## config.mk

```make
export PLATFORM = sky130hd
export DESIGN_NAME = debouncer_array_flat
export DESIGN_NICKNAME = d
export VERILOG_FILES = /design/src/rtl/debouncer_array_if.sv /design/src/rtl/debouncer_array.sv /design/src/flat_wrapper.sv
export SDC_FILE = /design/constraint.sdc
export NUM_CORES = 1
export LEC_CHECK = 0
export CORE_ASPECT_RATIO = 1.4
export CORE_MARGIN = 4
export CORE_UTILIZATION = 53
export DETAILED_ROUTE_END_ITERATION = 10
export PLACE_DENSITY_LB_ADDON = 0.05
export SLEW_MARGIN = 40
export SYNTH_ARGS = -nofsm -noshare
export SYNTH_HDL_FRONTEND = slang
export SYNTH_SLANG_ARGS = --single-unit
export TNS_END_PERCENT = 1
```

## constraint.sdc

```tcl
create_clock -name clk -period 1.7 [get_ports clk]
set_input_delay 0.425 -clock clk [delete_from_list [all_inputs] [get_ports clk]]
set_output_delay 0.425 -clock clk [all_outputs]
set_load 0.01 [all_outputs]
```

## src/rtl/debouncer_array_if.sv

```systemverilog
// rtl/debouncer_array_if.sv - signal bundle between a debouncer_array and its user
// Purpose: carries the sample strobe, raw inputs and the debounced results.
// Ports (signals):
//   tick       sample strobe, driven by master
//   inp        raw asynchronous inputs, driven by master
//   out        debounced level per channel, driven by slave
//   rise       one-cycle 0->1 event per channel, driven by slave
//   fall       one-cycle 1->0 event per channel, driven by slave
//   any_event  OR of all rise/fall pulses, driven by slave
interface debouncer_array_if #(
    parameter int CHANNELS = 4
);
    logic                tick;
    logic [CHANNELS-1:0] inp;
    logic [CHANNELS-1:0] out;
    logic [CHANNELS-1:0] rise;
    logic [CHANNELS-1:0] fall;
    logic                any_event;

    modport master (
        output tick,
        output inp,
        input  out,
        input  rise,
        input  fall,
        input  any_event
    );

    modport slave (
        input  tick,
        input  inp,
        output out,
        output rise,
        output fall,
        output any_event
    );
endinterface

```

## src/rtl/debouncer_array.sv

```systemverilog
// rtl/debouncer_array.sv - multi-channel synchronising debouncer with edge pulses
// Purpose: per channel, synchronise a raw input, accept a new level only after
//   DEBOUNCE_CYCLES consecutive tick-sampled agreeing samples, and pulse rise/fall
//   on the cycle the debounced level changes.
// Ports:
//   clk  clock
//   rst  synchronous reset, active-high
//   bus  debouncer_array_if slave: tick, inp in; out, rise, fall, any_event out
module debouncer_array #(
    parameter int CHANNELS        = 4,
    parameter int DEBOUNCE_CYCLES = 1000,
    parameter int SYNC_STAGES     = 2
) (
    input  logic                clk,
    input  logic                rst,
    debouncer_array_if.slave    bus
);

    localparam int            CW       = $clog2(DEBOUNCE_CYCLES + 1);
    localparam logic [CW-1:0] CNT_LAST = CW'(DEBOUNCE_CYCLES - 1);

    localparam logic [1:0] ST_LOW      = 2'd0;
    localparam logic [1:0] ST_CNT_HIGH = 2'd1;
    localparam logic [1:0] ST_HIGH     = 2'd2;
    localparam logic [1:0] ST_CNT_LOW  = 2'd3;

    logic [CHANNELS-1:0] sync_q [SYNC_STAGES];
    logic [CHANNELS-1:0] s;

    logic [1:0]          state_q [CHANNELS];
    logic [1:0]          state_d [CHANNELS];
    logic [CW-1:0]       cnt_q   [CHANNELS];
    logic [CW-1:0]       cnt_d   [CHANNELS];
    logic [CHANNELS-1:0] out_q;
    logic [CHANNELS-1:0] out_d;
    logic [CHANNELS-1:0] rise_q;
    logic [CHANNELS-1:0] rise_d;
    logic [CHANNELS-1:0] fall_q;
    logic [CHANNELS-1:0] fall_d;
    logic                any_q;

    // Synchroniser runs every clock, independent of tick.
    always_ff @(posedge clk) begin
        if (rst) begin
            for (int k = 0; k < SYNC_STAGES; k++) begin
                sync_q[k] <= '0;
            end
        end else begin
            sync_q[0] <= bus.inp;
            for (int k = 1; k < SYNC_STAGES; k++) begin
                sync_q[k] <= sync_q[k-1];
            end
        end
    end

    assign s = sync_q[SYNC_STAGES-1];

    // Per-channel FSM; count holds the number of agreeing samples seen so far
    // in the current window, so the window closes when it reaches DEBOUNCE_CYCLES-1
    // and the current sample agrees once more.
    always_comb begin
        state_d = state_q;
        cnt_d   = cnt_q;
        out_d   = out_q;
        rise_d  = '0;
        fall_d  = '0;
        if (bus.tick) begin
            for (int i = 0; i < CHANNELS; i++) begin
                case (state_q[i])
                    ST_LOW: begin
                        if (s[i]) begin
                            state_d[i] = ST_CNT_HIGH;
                            cnt_d[i]   = CW'(1);
                        end
                    end
                    ST_CNT_HIGH: begin
                        if (!s[i]) begin
                            state_d[i] = ST_LOW;
                            cnt_d[i]   = '0;
                        end else if (cnt_q[i] == CNT_LAST) begin
                            state_d[i] = ST_HIGH;
                            cnt_d[i]   = '0;
                            out_d[i]   = 1'b1;
                            rise_d[i]  = 1'b1;
                        end else begin
                            cnt_d[i] = cnt_q[i] + 1'b1;
                        end
                    end
                    ST_HIGH: begin
                        if (!s[i]) begin
                            state_d[i] = ST_CNT_LOW;
                            cnt_d[i]   = CW'(1);
                        end
                    end
                    ST_CNT_LOW: begin
                        if (s[i]) begin
                            state_d[i] = ST_HIGH;
                            cnt_d[i]   = '0;
                        end else if (cnt_q[i] == CNT_LAST) begin
                            state_d[i] = ST_LOW;
                            cnt_d[i]   = '0;
                            out_d[i]   = 1'b0;
                            fall_d[i]  = 1'b1;
                        end else begin
                            cnt_d[i] = cnt_q[i] + 1'b1;
                        end
                    end
                    default: begin
                        state_d[i] = ST_LOW;
                        cnt_d[i]   = '0;
                    end
                endcase
            end
        end
    end

    // Pulses are recomputed every cycle, so they drop on tick=0 cycles too.
    always_ff @(posedge clk) begin
        if (rst) begin
            for (int i = 0; i < CHANNELS; i++) begin
                state_q[i] <= ST_LOW;
                cnt_q[i]   <= '0;
            end
            out_q  <= '0;
            rise_q <= '0;
            fall_q <= '0;
            any_q  <= 1'b0;
        end else begin
            state_q <= state_d;
            cnt_q   <= cnt_d;
            out_q   <= out_d;
            rise_q  <= rise_d;
            fall_q  <= fall_d;
            any_q   <= |(rise_d | fall_d);
        end
    end

    assign bus.out       = out_q;
    assign bus.rise      = rise_q;
    assign bus.fall      = fall_q;
    assign bus.any_event = any_q;

endmodule

```

## src/flat_wrapper.sv

```systemverilog
// flat-port wrapper written by rule: the top's interface ports become plain ports
module debouncer_array_flat 
#(
    parameter int CHANNELS        = 4,
    parameter int DEBOUNCE_CYCLES = 1000,
    parameter int SYNC_STAGES     = 2
)
  (clk, rst, bus_tick, bus_inp, bus_out, bus_rise, bus_fall, bus_any_event);
  debouncer_array_if #(.CHANNELS(CHANNELS)) bus_i ();
  input  logic clk;
  input  logic rst;
  input wire logic [$bits(bus_i.tick)-1:0] bus_tick;
  input wire logic [$bits(bus_i.inp)-1:0] bus_inp;
  output wire logic [$bits(bus_i.out)-1:0] bus_out;
  output wire logic [$bits(bus_i.rise)-1:0] bus_rise;
  output wire logic [$bits(bus_i.fall)-1:0] bus_fall;
  output wire logic [$bits(bus_i.any_event)-1:0] bus_any_event;
  assign bus_i.tick = bus_tick;
  assign bus_i.inp = bus_inp;
  assign bus_out = bus_i.out;
  assign bus_rise = bus_i.rise;
  assign bus_fall = bus_i.fall;
  assign bus_any_event = bus_i.any_event;
  debouncer_array #(.CHANNELS(CHANNELS), .DEBOUNCE_CYCLES(DEBOUNCE_CYCLES), .SYNC_STAGES(SYNC_STAGES)) u_core (.clk(clk), .rst(rst), .bus(bus_i));
endmodule
```

==> results of run 1 <==
==> area by class of cell <==
type                       count  area [µm²]  share of cell area [%]
inverter                       9       33.78                  0.8072
sequential                    69        1385                   33.09
clock buffer                  12       145.1                   3.468
tap                           72       90.09                   2.152
multi-input combinational    285        1893                   45.23
clock inverter                 4       47.55                   1.136
timing repair buffer          70       590.6                   14.11
==> power groups by stage <==
stage | clock [mW] | sequential [mW] | combinational, mW
2_1_floorplan | 0 | 1.68 | 0.0982
3_3_place_gp | 0 | 1.69 | 0.178
3_5_place_dp | 0 | 1.69 | 0.179
4_1_cts | 1.34 | 1.65 | 0.180
5_1_grt | 1.40 | 1.65 | 0.199
6_report | 1.31 | 1.65 | 0.182
==> state kept, by name, summed over array words and instances, names as in the netlist, named ones only <==
signal and cells:
u_core.state_q 4, u_core.bus.rise 4, u_core.cnt_q 40, u_core.bus.fall 4, u_core.bus.any_event 1, u_core.sync_q 8, u_core.bus.out 4
==> repair_timing <==
action	CTS	global route
buffers inserted	1	0
gates resized for setup	4	14
endpoints found under the setup margin	14	20
pin swaps	1	2
==> worst paths after layout <==
check,to,cells past startpoint
setup / recovery,u_core.cnt_q[10],6
hold / removal,u_core.bus.fall[0],2
setup reg to reg,u_core.cnt_q[10],6
hold reg to reg,u_core.sync_q[0][6],1
==> worst max-delay path: stages (launching register included) <==
cell	delay, ns
dfxtp_2	0.34
ha_2	0.18
nand4_1	0.15
or3b_4	0.46
buf_4	0.15
a31oi_1	0.16
a211oi_1	0.07
==> metrics by stage <==
stage          setup slack, ns  hold WS (ns)  power, mW  instances
4_1_cts               0.009961        0.4110      3.171        521
3_3_place_gp           -0.3206        0.4173      1.865        504
6_report               0.07014        0.4333      3.140        521
3_5_place_dp           -0.3509        0.4262      1.866        504
5_1_grt               -0.02452        0.4147      3.256        521
2_1_floorplan         0.001436        0.4138      1.782        384
==> Yosys cell counts (all sizes together) (7+ instances only) <==
| master | n |
|---|---|
| and3 | 11 |
| nand3 | 20 |
| mux2i | 7 |
| xor2 | 11 |
| a31oi | 20 |
| dfxtp | 69 |
| clkbuf | 10 |
| inv | 9 |
| a211oi | 9 |
| o211ai | 10 |
| nand2 | 33 |
| o21ai | 14 |
| a21oi | 17 |
| and2 | 10 |
| nor3 | 19 |
| nand4 | 13 |
| nor2 | 14 |
| nor2b | 10 |
| buf | 11 |
| o2111ai | 8 |
==> metal layers <==
metal	part of all wire (%)	wire [µm]	global-route usage (%)
met2	49	3699	34.26
met5	0	0	0
met1	46	3471	26.93
met4	1.5	110	7.537
met3	3.0	223	4.429
==> logic make-up (layout without fill, tap and decap cells) <==
kind of cell	after synthesis	after routing
AO/OA/AOI/OAI	94	94
XOR/XNOR	15	15
adder cells (fa/ha/maj)	4	4
buffers and inverters	30	95
flip-flops	69	69
multiplexers	7	7
AND/OR/NAND/NOR	165	165
==> cells in the final DEF, fill, tap and decap left out, types with 3 or more instances in the layout <==
master	n
dfxtp_1	66
buf_4	49
nand2_1	33
nand3_1	20
a31oi_1	20
nor3_1	19
a21oi_1	15
nor2_1	14
clkdlybuf4s50_1	14
nand4_1	13
xor2_1	10
o211ai_1	10
and3_1	10
o21ai_0	10
nor2b_1	10
clkbuf_8	10
inv_1	9
and2_1	8
o2111ai_1	7
mux2i_1	7
a211oi_1	7
or3_1	6
nor4_1	5
nand4b_1	4
nand3b_1	4
xnor2_1	4
and4bb_2	4
o31ai_1	4
o21ai_1	3
a32oi_1	3
and4b_2	3
ha_1	3
dlymetal6s2s_1	3
dfxtp_2	3
==> results.cfg, run 1 <==
[layout]
fillers = 522
drive_gt1_share_pct = 20.94
fin_nets = 455
post-route-util_pct = 67.39
syn2layout_area_growth_pct = 24.53
final_area_um2 = 4185
num_antenna_cells = 0

[timing]
finClkSkew_ns = 0.007050
finalHoldViolations = 0
fin_setup_tns_ns = 0
setup_viol = 0
tightestPinTransition_ns = 0.4450
slew_headroom_pct = 70.12
fmax_ghz = 0.6135
slew_viol_final = 0
rsz0062_at_grt = true
fin_crit_ns = 1.630
finalCritPeriodShare_pct = 95.87

[global_route]
grt_pass1_wl_um = 12770
gr-usage-all-layers_pct = 20.95
antenna_found_initial = 0
grt_max_degree = 25
overflow = 0
first_global_vias = 2906

[yosys]
netlist_instances = 384
yosysTopAreaCellShare_pct = 41.10
muxShareOfSynthArea_pct = 2.085
yosys_warnings = 0
synth-compound-area-share_pct = 19.36
synth_edf_count = 0
yosysTopAreaCell = dfxtp_1
syn_area_per_cell_um2 = 8.752
synth.area.top_cells = dfxtp_1 41%, a31oi_1 3.7%, nand2_1 3.7%
synth_flop_cell = dfxtp_1
synth_seq_cells = 69
postSynth.asyncResetShare_pct = 0
yosys.area_share.adder_pct = 1.489
synth-simple-area-share_pct = 28.07
synth_top_family_by_area = simple AND/OR/NAND/NOR gates
synth.distinct_cells = 53
synthXorXnorAreaFrac_pct = 4.133
synth_area_um2 = 3361
syn-num-nets = 395
seq_area_frac_synth_pct = 41.10

[clock_tree]
cts_max_path_buffers = 2
ctsHtreeMaxLevel = 3
cts_tree = yes
insertion_delay_ns = 0.34
path_clk_slew_ns = 0.07
cts_buffers = 9
clock-root-buffer = clkbuf_8
cts_sinks = 69
cts_hold_buf = 0

[drt]
wire_per_inst_um = 14.40
drt_first_pass_iters = 4
finalWirelength_um = 7505
viasPerCell = 5.950
postRouteAntennaNets = 0
drc_errors = 0
vias = 3100
drt-initial-drc-count = 186

[setup_path]
path_max_fanout = 6
critPathKind = flop to flop
reg2reg_from = u_core.cnt_q[10]
worst_ep_arrival_time_ns = 1.85
rrSetupSlack_ns = 0.07
setup.worst_path.start = u_core.cnt_q[10]
required_ns = 1.92
critPathCaptureType = flop
cp-start-kind = flop

[floorplan]
die_area_um2 = 7697
io_pins = 20
initial_core_util_pct = 54.11
die_w_um = 75.30
core_area_um2 = 6211
die_h_um = 102.2
placementRows = 34

[placed_design]
hpwl_um = 5314
placed_area_um2 = 3931
gp_congestion = 0.9012
io_buffers = 19

[outcome]
status = finished clean

[job]
cap_violations = 0

[power_and_ir_drop]
p_per_area_nw_per_um2 = 750.4
p_clk_share_pct = 41.6
p_int_mw = 2.428
pwr-share-comb_pct = 5.8
power_frac_seq_pct = 52.6
power_switching_uw = 712.8
netSwitchingFraction_pct = 22.70
power.leakage_nw = 1.535
peakVddDrop_mv = 0.5357

[min_path]
hold_class = input port to flop
min_from = rst
Power figures use the tool's default switching activity.
==> run 2, diff against run 1 <==
--- a/config.mk
+++ b/config.mk
@@ -9,9 +9,8 @@
 export CORE_MARGIN = 4
 export CORE_UTILIZATION = 53
 export DETAILED_ROUTE_END_ITERATION = 10
-export PLACE_DENSITY_LB_ADDON = 0.05
+export PLACE_DENSITY_LB_ADDON = 0.08
 export SLEW_MARGIN = 40
 export SYNTH_ARGS = -nofsm -noshare
 export SYNTH_HDL_FRONTEND = slang
 export SYNTH_SLANG_ARGS = --single-unit
-export TNS_END_PERCENT = 1
==> run 2 against run 1 <==
Total power is 0.90% higher; design area rose by 1.1%; combinational power is 3% higher; final cell count rose by 0.38%; clock skew is 0.0011 ns lower; critical endpoint unchanged; highest routed layer unchanged.
==> results.cfg, run 2 (synthesis gave the netlist of run 1 again) <==
[timing]
finalHoldViolations = 0
slew_headroom_pct = 65.02
fmax_ghz = 0.5953
tightestPinTransition_ns = 0.5209
fin_crit_ns = 1.680
slew_viol_final = 0
finClkSkew_ns = 0.005977
fin_setup_tns_ns = 0
finalCritPeriodShare_pct = 98.82
setup_viol = 0

[clock_tree]
insertion_delay_ns = 0.34
cts_buffers = 9
cts_sinks = 69
cts_hold_buf = 0
clock-root-buffer = clkbuf_8
cts_max_path_buffers = 2
path_clk_slew_ns = 0.07
ctsHtreeMaxLevel = 3
cts_tree = yes

[drt]
postRouteAntennaNets = 0
met2WireLength_um = 4028
viasPerCell = 6.034
drt-initial-drc-count = 169
met3_length_um = 298
finalWirelength_um = 7857
wire_per_inst_um = 15.02
top_layer_used = met4
wl_met1_um = 3400
drc_errors = 0
drt_first_pass_iters = 4
vias = 3156

[power_and_ir_drop]
power_mw = 3.169
peakVddDrop_mv = 0.7375
p_per_area_nw_per_um2 = 748.6
power.leakage_nw = 1.540

[layout]
num_antenna_cells = 0
top_register = u_core.cnt_q
mostFrequentLayoutCells = 63 x dfxtp_1, 51 x buf_4, 33 x nand2_1
largestRegisters = u_core.cnt_q: 40 flops, u_core.sync_q: 8 flops
syn2layout_area_growth_pct = 25.95
post-route-util_pct = 68.15
drive_gt1_share_pct = 23.28
layout_commonest_cell = dfxtp_1
largest_reg_flops = 40
fin_nets = 457

[setup_path]
critPathKind = flop to flop
required_ns = 1.91
cp-start-kind = flop
reg2reg_from = u_core.cnt_q[10]
rrSetupSlack_ns = 0.02
setup.worst_path.start = u_core.cnt_q[10]
worst_ep_arrival_time_ns = 1.89
critPathCaptureType = flop
reg2reg_depth = 6
path_max_fanout = 5

[floorplan]
die_h_um = 102.2
io_pins = 20
placementRows = 34
initial_core_util_pct = 54.11
core_area_um2 = 6211
die_w_um = 75.30
die_area_um2 = 7697

[job]
cap_violations = 0

[min_path]
hold_depth = 1
min_from = u_core.sync_q[0][2]
hold_class = flop to flop

[global_route]
gr-usage-all-layers_pct = 21.63
grt_max_degree = 22
grt_pass1_wl_um = 13010
antenna_found_initial = 0
overflow = 0
first_global_vias = 2948

[placed_design]
io_buffers = 19
gp_congestion = 0.8195
hpwl_um = 5670

[outcome]
status = finished clean
## run 2: repair_timing
item / CTS / global route
gates resized for setup: 3 / 23
pin swaps: 0 / 6
setup buffers: 0 / 1
endpoints found under the setup margin: 3 / 34
## run 2: critical path, stage by stage, from the launching register on
cell and delay (ns):
dfxtp_2 0.34, ha_2 0.19, nand4_1 0.13, or3b_4 0.47, buf_4 0.16, a31oi_1 0.18, a211oi_1 0.09
## run 2: area by class of cell
cell class / instances / area, µm²
sequential: 69 / 1389
clock inverter: 6 / 62.56
multi-input combinational: 285 / 1914
timing repair buffer: 72 / 605.6
inverter: 9 / 33.78
tap: 72 / 90.09
fill: 523 / 1978
clock buffer: 10 / 137.6
## run 2: through the flow
step / cells / hold slack, ns / area (µm²) / setup slack (ns)
2_1_floorplan: 384 / 0.4138 / 3361 / 0.001436
3_3_place_gp: 506 / 0.4201 / 3946 / -0.2855
3_5_place_dp: 506 / 0.4248 / 3946 / -0.3399
4_1_cts: 522 / 0.4360 / 4148 / 0.002047
5_1_grt: 523 / 0.4494 / 4233 / -0.009544
6_report: 523 / 0.4361 / 4233 / 0.02010
## run 2: worst paths after layout
| path | endpoint |
|---|---|
| setup reg to reg | u_core.cnt_q[10] |
| setup / recovery | u_core.cnt_q[10] |
| hold / removal | u_core.sync_q[0][6] |
| hold reg to reg | u_core.sync_q[0][6] |
## run 2: routing by layer
metal,up-vias,track usage (%)
met5,-,0
met4,0,7.268
met3,13,5.413
met2,65,36.73
met1,1503,26.27
li1,1575,-
## run 2: report_power, final
group          internal (mW)  switching, mW
sequential              1.63         0.0174
combinational         0.0834          0.105
clock                  0.711          0.617
==> run 3, diff against run 2 <==
--- a/config.mk
+++ b/config.mk
@@ -7,8 +7,11 @@
 export LEC_CHECK = 0
 export CORE_ASPECT_RATIO = 1.4
 export CORE_MARGIN = 4
-export CORE_UTILIZATION = 53
+export CORE_UTILIZATION = 59
+export CTS_BUF_LIST = sky130_fd_sc_hd__clkbuf_8
 export DETAILED_ROUTE_END_ITERATION = 10
+export DONT_BUFFER_PORTS = 1
+export GPL_TIMING_DRIVEN = 0
 export PLACE_DENSITY_LB_ADDON = 0.08
 export SLEW_MARGIN = 40
 export SYNTH_ARGS = -nofsm -noshare
==> run 3 against run 2 <==
Sequential share of layout area up 2.9 points; critical path depth is 2 lower; wire length increased by 9.0%; utilization increased by 3.2 points; total power decreased by 2.6%; register-to-register slack about the same; maximum frequency rose by 0.34%; die area is 9.3% lower; non-clock buffer count shrank 38; clock power decreased by 5%; final cell count shrank 8.0%.
==> results.cfg, run 3 (synthesis gave the netlist of run 1 again) <==
[timing]
slew_headroom_pct = 58.58
finalCritPeriodShare_pct = 98.48
rsz0062_at_grt = true
hold_slack_ns = 0.2055
fmax_ghz = 0.5973
slew_viol_final = 0
setup_viol = 0
finClkSkew_ns = 0.01123
tightestPinTransition_ns = 0.6213
finalHoldViolations = 0
fin_ws_ns = 0.02582
fin_crit_ns = 1.674

[power_and_ir_drop]
p_per_area_nw_per_um2 = 782.7
power_frac_seq_pct = 53.6
netSwitchingFraction_pct = 24.74
p_clk_share_pct = 41.1
power_mw = 3.085
peakVddDrop_mv = 0.7408
power.leakage_nw = 1.319
pwr-share-comb_pct = 5.3
p_int_mw = 2.322
power_switching_uw = 763.3

[layout]
layout.cells.non_filler = 481
largestRegisters = u_core.cnt_q: 40 flops, u_core.sync_q: 8 flops
drive_gt1_share_pct = 21.07
mostFrequentLayoutCells = 56 x dfxtp_1, 33 x nand2_1, 19 x nand3_1, 19 x a31oi_1
fillers = 425
largest_reg_flops = 40
post-route-util_pct = 71.33
fin_nets = 419
layout_commonest_cell = dfxtp_1
top_register = u_core.cnt_q
syn2layout_area_growth_pct = 17.27
num_antenna_cells = 0

[placed_design]
dp_slack_ns = -0.4731
io_buffers = 0
gp_congestion = 0.8480
place_inst = 452
hpwl_um = 5430

[outcome]
status = finished clean

[setup_path]
cp_cell_sequence = and3_1 > nand3_1 > or4b_2 > a31oi_1
required_ns = 1.97
cp-start-kind = flop
critPathCaptureType = flop
cpPeakStageDelay_ns = 0.62
reg2reg_depth = 4
worst_ep_arrival_time_ns = 1.95
path_max_fanout = 6
critPathKind = flop to flop
cp_slowest_cell = or4b_2

[floorplan]
die_h_um = 97.30
io_pins = 20
die_area_um2 = 6985
core_area_um2 = 5525
die_w_um = 71.79
placementRows = 32
initial_core_util_pct = 60.82

[global_route]
overflow = 0
grt_max_degree = 12
gr-usage-all-layers_pct = 24.29
first_global_vias = 2888
antenna_found_initial = 0
grt_pass1_wl_um = 13570

[clock_tree]
path_clk_slew_ns = 0.08
cts_tree = yes
cts_buffers = 9
cts_sinks = 69
insertion_delay_ns = 0.35
cts_max_path_buffers = 2
cts_hold_buf = 0
ctsHtreeMaxLevel = 3
clock-root-buffer = clkbuf_8

[drt]
drt-initial-drc-count = 269
finalWirelength_um = 8566
drc_errors = 0
drt_first_pass_iters = 5
wire_per_inst_um = 17.81
vias = 3098
viasPerCell = 6.441
postRouteAntennaNets = 0

[min_path]
hold_depth = 1
hold_class = input port to flop

[job]
cap_violations = 0
-- run 3: what timing repair did --
| action | in CTS | in global routing |
|---|---|---|
| setup buffers | 3 | 11 |
| resized for setup | 25 | 32 |
| pin swaps | 5 | 9 |
| endpoints found under the hold margin | 0 | 0 |
| endpoints found under the setup margin | 41 | 35 |
-- run 3: per-layer routing --
metal	up-vias	wire (µm)	track usage, %	part of all wire [%]
li1	1502	-	-	-
met1	1465	3687	29.29	43
met2	101	4194	39.73	49
met3	30	419	5.694	4.9
met4	0	265	12.01	3.1
met5	-	0	0	0
-- run 3: critical path, delay by kind of cell (launching register included) --
| kind | cells | cell delay [ns] |
|---|---|---|
| and+or+nand+nor | 3 | 1.03 |
| DFF | 1 | 0.43 |
| AOI/OAI and AO/OA | 1 | 0.14 |
-- run 3: final cells by class --
| class | count | area [µm²] | share of cell area, % |
|---|---|---|---|
| multi-input combinational | 285 | 2014 | 51.11 |
| sequential | 69 | 1408 | 35.71 |
| clock buffer | 12 | 165.2 | 4.190 |
| buffer | 20 | 106.4 | 2.698 |
| timing repair buffer | 14 | 105.1 | 2.667 |
| tap | 68 | 85.08 | 2.159 |
| inverter | 9 | 33.78 | 0.8571 |
| clock inverter | 4 | 23.77 | 0.6032 |
-- run 3: power by group through the flow --
stage | clock, mW | sequential, mW | combinational [mW]
2_1_floorplan | 0 | 1.68 | 0.0982
3_5_place_dp | 0 | 1.69 | 0.139
3_3_place_gp | 0 | 1.69 | 0.137
4_1_cts | 1.27 | 1.65 | 0.143
6_report | 1.27 | 1.65 | 0.162
5_1_grt | 1.35 | 1.66 | 0.176
-- run 3: final timing paths --
check / startpoint / to / slack, ns
hold reg to reg: u_core.sync_q[0][0] / u_core.sync_q[0][4] / 0.44
hold / removal: bus_inp[3] / u_core.sync_q[0][3] / 0.21
setup / recovery: u_core.cnt_q[32] / u_core.cnt_q[38] / 0.03
setup reg to reg: u_core.cnt_q[32] / u_core.cnt_q[38] / 0.03
-- run 3: stage by stage --
stage,instance area [µm²],TNS [ns]
after global routing,3941,-0.1823
after global placement,3446,-9.433
after CTS,3755,0
final,3941,0
after floorplan,3361,0
after detailed placement,3446,-11.44
